[config.mk]
export PLATFORM = sky130hd
export DESIGN_NAME = sram_arb2
export DESIGN_NICKNAME = d
export VERILOG_FILES = /design/src/rtl/sram_arb2.sv
export SDC_FILE = /design/constraint.sdc
export NUM_CORES = 1
export LEC_CHECK = 0
export CORE_AREA = 2 2 125 127
export DETAILED_ROUTE_END_ITERATION = 8
export DIE_AREA = 0 0 127 129
export GPL_TIMING_DRIVEN = 1
export PLACE_DENSITY = 0.52
export SYNTH_ARGS = -nofsm -noshare
export SYNTH_HDL_FRONTEND = slang
export SYNTH_SLANG_ARGS = --single-unit
[constraint.sdc]
create_clock -name clk -period 5.1 [get_ports clk]
set_input_delay 0.765 -clock clk [delete_from_list [all_inputs] [get_ports clk]]
set_output_delay 0.765 -clock clk [all_outputs]
set_load 0.03 [all_outputs]
[src/rtl/sram_arb2.sv]
// Two-master round-robin arbiter in front of the single-port SRAM controller.
// Commands and responses pass through combinationally; a 2-entry ID FIFO records ownership.
module sram_arb2 #(
  parameter int AW = 32,
  parameter int DW = 32
) (
  input  logic              clk,
  input  logic              rst,
  input  logic              m0_cmd_vld,
  output logic              m0_cmd_rdy,
  input  logic [AW-1:0]     m0_cmd_addr,
  input  logic              m0_cmd_read,
  input  logic [DW-1:0]     m0_cmd_wdata,
  input  logic [DW/8-1:0]   m0_cmd_wmask,
  output logic              m0_rsp_vld,
  input  logic              m0_rsp_rdy,
  output logic              m0_rsp_err,
  output logic [DW-1:0]     m0_rsp_rdata,
  input  logic              m1_cmd_vld,
  output logic              m1_cmd_rdy,
  input  logic [AW-1:0]     m1_cmd_addr,
  input  logic              m1_cmd_read,
  input  logic [DW-1:0]     m1_cmd_wdata,
  input  logic [DW/8-1:0]   m1_cmd_wmask,
  output logic              m1_rsp_vld,
  input  logic              m1_rsp_rdy,
  output logic              m1_rsp_err,
  output logic [DW-1:0]     m1_rsp_rdata,
  output logic              sram_cmd_vld,
  input  logic              sram_cmd_rdy,
  output logic [AW-1:0]     sram_cmd_addr,
  output logic              sram_cmd_read,
  output logic [DW-1:0]     sram_cmd_wdata,
  output logic [DW/8-1:0]   sram_cmd_wmask,
  input  logic              sram_rsp_vld,
  output logic              sram_rsp_rdy,
  input  logic              sram_rsp_err,
  input  logic [DW-1:0]     sram_rsp_rdata,
  output logic              arb_orphan
);

  logic       prio_q, prio_d;
  logic [1:0] fifo_q, fifo_d;
  logic       wr_ptr_q, wr_ptr_d;
  logic       rd_ptr_q, rd_ptr_d;
  logic [1:0] count_q, count_d;
  logic       orphan_q, orphan_d;

  logic       can_issue_s;
  logic       win_s;
  logic       issue_s;
  logic       pop_s;
  logic       head_s;

  // Command arbitration and mux; nothing is offered to the controller while reset is held.
  always_comb begin
    can_issue_s = rst & (count_q != 2'd2);
    if (m0_cmd_vld & m1_cmd_vld) begin
      win_s = prio_q;
    end else if (m1_cmd_vld) begin
      win_s = 1'b1;
    end else begin
      win_s = 1'b0;
    end
    sram_cmd_vld = can_issue_s & (m0_cmd_vld | m1_cmd_vld);
    if (win_s) begin
      sram_cmd_addr  = m1_cmd_addr;
      sram_cmd_read  = m1_cmd_read;
      sram_cmd_wdata = m1_cmd_wdata;
      sram_cmd_wmask = m1_cmd_wmask;
    end else begin
      sram_cmd_addr  = m0_cmd_addr;
      sram_cmd_read  = m0_cmd_read;
      sram_cmd_wdata = m0_cmd_wdata;
      sram_cmd_wmask = m0_cmd_wmask;
    end
    issue_s    = sram_cmd_vld & sram_cmd_rdy;
    m0_cmd_rdy = issue_s & ~win_s;
    m1_cmd_rdy = issue_s & win_s;
  end

  // Response steering to the owner at the FIFO head; with nothing outstanding, drain strays.
  always_comb begin
    head_s       = fifo_q[rd_ptr_q];
    m0_rsp_vld   = 1'b0;
    m1_rsp_vld   = 1'b0;
    sram_rsp_rdy = 1'b1;
    if (count_q != 2'd0) begin
      if (head_s) begin
        m1_rsp_vld   = sram_rsp_vld;
        sram_rsp_rdy = m1_rsp_rdy;
      end else begin
        m0_rsp_vld   = sram_rsp_vld;
        sram_rsp_rdy = m0_rsp_rdy;
      end
    end else begin
      sram_rsp_rdy = 1'b1;
    end
    m0_rsp_rdata = sram_rsp_rdata;
    m1_rsp_rdata = sram_rsp_rdata;
    m0_rsp_err   = sram_rsp_err;
    m1_rsp_err   = sram_rsp_err;
    pop_s        = sram_rsp_vld & sram_rsp_rdy & (count_q != 2'd0);
  end

  // Next state for priority, ownership FIFO and the orphan flag.
  always_comb begin
    prio_d   = prio_q;
    fifo_d   = fifo_q;
    wr_ptr_d = wr_ptr_q;
    rd_ptr_d = rd_ptr_q;
    orphan_d = orphan_q | (sram_rsp_vld & (count_q == 2'd0));
    if (issue_s) begin
      fifo_d[wr_ptr_q] = win_s;
      wr_ptr_d         = ~wr_ptr_q;
      prio_d           = ~win_s;
    end else begin
      prio_d = prio_q;
    end
    if (pop_s) begin
      rd_ptr_d = ~rd_ptr_q;
    end else begin
      rd_ptr_d = rd_ptr_q;
    end
    case ({issue_s, pop_s})
      2'b10:   count_d = count_q + 2'd1;
      2'b01:   count_d = count_q - 2'd1;
      default: count_d = count_q;
    endcase
  end

  // State registers.
  always_ff @(posedge clk or negedge rst) begin
    if (!rst) begin
      prio_q   <= 1'b0;
      fifo_q   <= 2'b00;
      wr_ptr_q <= 1'b0;
      rd_ptr_q <= 1'b0;
      count_q  <= 2'd0;
      orphan_q <= 1'b0;
    end else begin
      prio_q   <= prio_d;
      fifo_q   <= fifo_d;
      wr_ptr_q <= wr_ptr_d;
      rd_ptr_q <= rd_ptr_d;
      count_q  <= count_d;
      orphan_q <= orphan_d;
    end
  end

  assign arb_orphan = orphan_q;

endmodule

==> results.cfg <==
[critical_path]
crit_type = primary input to output port
cpMaxStageDelayCell = clkdlybuf4s50_1
critPathMaxStageDelay_ps = 630
worst_ep_arrival_time_ps = 3090
crit_top_cell = clkdlybuf4s50_1
startpoint = m0_cmd_vld
critical_path.cell_chain = clkdlybuf4s50_1 -> inv_1 -> o21ai_4 -> buf_4 -> mux2_2 -> clkdlybuf4s50_1
crit_fanout = 53
r2r_start = rd_ptr_q
endpoint_kind = output port
cp.required_ps = 4340
critPathLaunchType = primary input

[clocking]
clk_pin_slew_ps = 40
cts_tree = yes
cts_max_level = 1
clock-sinks = 8
clock_path_buffers = 2
cts_buffers = 3
cts_resized = 0
post_cts_buffers = 0
cts-root-buf = clkbuf_16
clkLatencyLatePin_ps = 230
hold_buffers = 0

[status]
outcome = finished clean

[hold_path]
hp-class = flop to flop
min-delay-start = arb_orphan

[floorplanning]
core_sq_um = 15000
fp-row-count = 45
start_util_pct = 11.9
die_h_um = 129
die_w_um = 127
ioPinCount = 321
fp.dieArea_sq_um = 16400

[drt]
drtAntennaViolNets = 0
drtIter0Drc = 39
vias = 1885
wl_um = 8470
drc = 0
dr.pass1.iters = 4
vias_per_cell = 3.59
avgRoutedWirePerCell_um = 16.1

[yosys]
synthTopCellsByArea = mux2_2 (44%), buf_4 (28%), dfrtp_1 (11%)
syn_nets = 366
synth_top_cell_area_share_pct = 43.6
ys.flop_type = dfrtp_1
ys_seq_elements = 8
syn_avg_cell_area_sq_um = 9.58
synthArstFlopShare_pct = 100
muxShareOfSynthArea_pct = 46.1
synth-adder-area-share_pct = 0.702
synth_top_family_by_area = multiplexers
ys_seq_area_share_pct = 11.2
synthSimpleGateAreaFrac_pct = 3.51
synth_xor_area_share_pct = 2.46
synth_compound_area_share_pct = 4.21
synth-edff-count = 0
synthCells = 186
yosys.area.top_type = mux2_2
synth_area_sq_um = 1780
ys.warnings.count = 0
ys_types = 23

[layout]
synthToLayoutAreaGrowth_pct = 112
diodes = 0
drive_above_1_share_pct = 23.7
final_nets = 519
post-route-util_pct = 25.2
fillerInstances = 1608

[timing]
rsz0062_at_grt = false
period_share_pct = 75.6
max_freq_ghz = 0.259
period_minus_slack_ps = 3850
max_slew_margin_pct = 56.1
final_max_slew_viol_count = 0
tns_ps = 0
finalHoldViolCount = 0
tightest_slew_ps = 659
worst_clock_skew_ps = 0.860
setup_viol = 0

[global_routing]
grt_pass1_vias = 2060
grt.total_usage_pct = 8.94
overflow = 0
grt_max_degree = 54
grt_pass1_wl_um = 11200
grt_antenna_before_repair = 0

[power]
p_per_area_nw_per_um2 = 269
p_leak_nw = 1.39
ir_drop_uv = 122

[run]
cap_violations = 0

[placement]
post-dp-hpwl_um = 7460
port-buffer-count = 221
routabilityCongestion = 0.720
==> registers in the layout, indices dropped and copies added, names as in the netlist <==
signal / cells
wr_ptr_q: 1
prio_q: 1
fifo_q: 2
count_q: 2
rd_ptr_q: 1
arb_orphan: 1
==> cell usage after synthesis (2+ instances only) <==
cell	instances
o21ai_0	2
o41ai_1	2
nor2_1	5
o211ai_1	2
xnor2_1	3
dfrtp_1	8
buf_4	66
o31ai_1	2
inv_1	2
mux2_2	69
buf_6	2
xor2_1	2
o21ai_1	2
mux2i_1	3
buf_2	8
==> layer usage <==
metal,up-vias,wire (um),global-route usage (%)
li1,881,-,-
met1,842,2730,8.89
met2,151,4680,17.4
met3,11,972,3.24
met4,0,89,2.59
met5,-,0,0
==> metrics by stage <==
| step | power (W) | hold WS, ps | worst slack, ps | std cells | area [sq um] |
|---|---|---|---|---|---|
| after floorplan | 0.000657 | 459 | 2570 | 186 | 1780 |
| after global placement | 0.000884 | 446 | 1230 | 522 | 3700 |
| after detailed placement | 0.000889 | 463 | 1220 | 522 | 3700 |
| after CTS | 0.00103 | 474 | 1200 | 525 | 3780 |
| after global routing | 0.00107 | 488 | 1110 | 525 | 3780 |
| final | 0.00102 | 470 | 1250 | 525 | 3780 |
==> cell usage in the layout, fill, tap and decap left out, drive strengths merged, types with 2 or more instances in the layout <==
cell / instances
o21ai: 4
mux2i: 3
mux2: 70
xor2: 2
xnor2: 3
inv: 2
dfrtp: 8
o211ai: 2
o31ai: 2
buf: 3
nor2b: 2
o41ai: 2
clkbuf: 3
nor2: 5
clkdlybuf4s50: 221
==> final timing paths <==
path	endpoint	cells past startpoint	slack (ps)
hold / removal	arb_orphan	1	470
max in group asynchronous	prio_q	2	4140
min in group asynchronous	arb_orphan	2	820
setup reg to reg	count_q[1]	5	3230
setup / recovery	sram_cmd_wdata[15]	6	1250
hold reg to reg	arb_orphan	1	470
==> layout make-up <==
class	count	area (sq um)	share of cell area, %
Inverter	2	7.51	0.199
Multi-Input combinational cell	100	1030	27.2
Timing Repair Buffer	224	2230	59.1
Tap cell	188	235	6.22
Sequential cell	8	200	5.30
Clock buffer	3	75.1	1.99
==> critical path: cells and delay by family <==
| kind | cells | cell delay, ps |
|---|---|---|
| multiplexers | 1 | 420 |
| AO/OA/AOI/OAI | 1 | 140 |
| buffers and inverters | 4 | 1730 |
==> where the power goes <==
part	switching, W	total, W	internal (W)
Clock	0.0000307	0.000132	0.000101
Sequential	0.0000381	0.000131	0.0000933
Combinational	0.000361	0.000753	0.000392
Total	0.000430	0.00102	0.000586
==> cell families after synthesis <==
group,Yosys count
xor gates and xnor gates,5
adders and majority gates,1
and+or+nand+nor,10
buffers and inverters,78
AOI/OAI and AO/OA,11
muxes,73
DFF,8
Note: power is estimated with default switching activity, not from simulation.
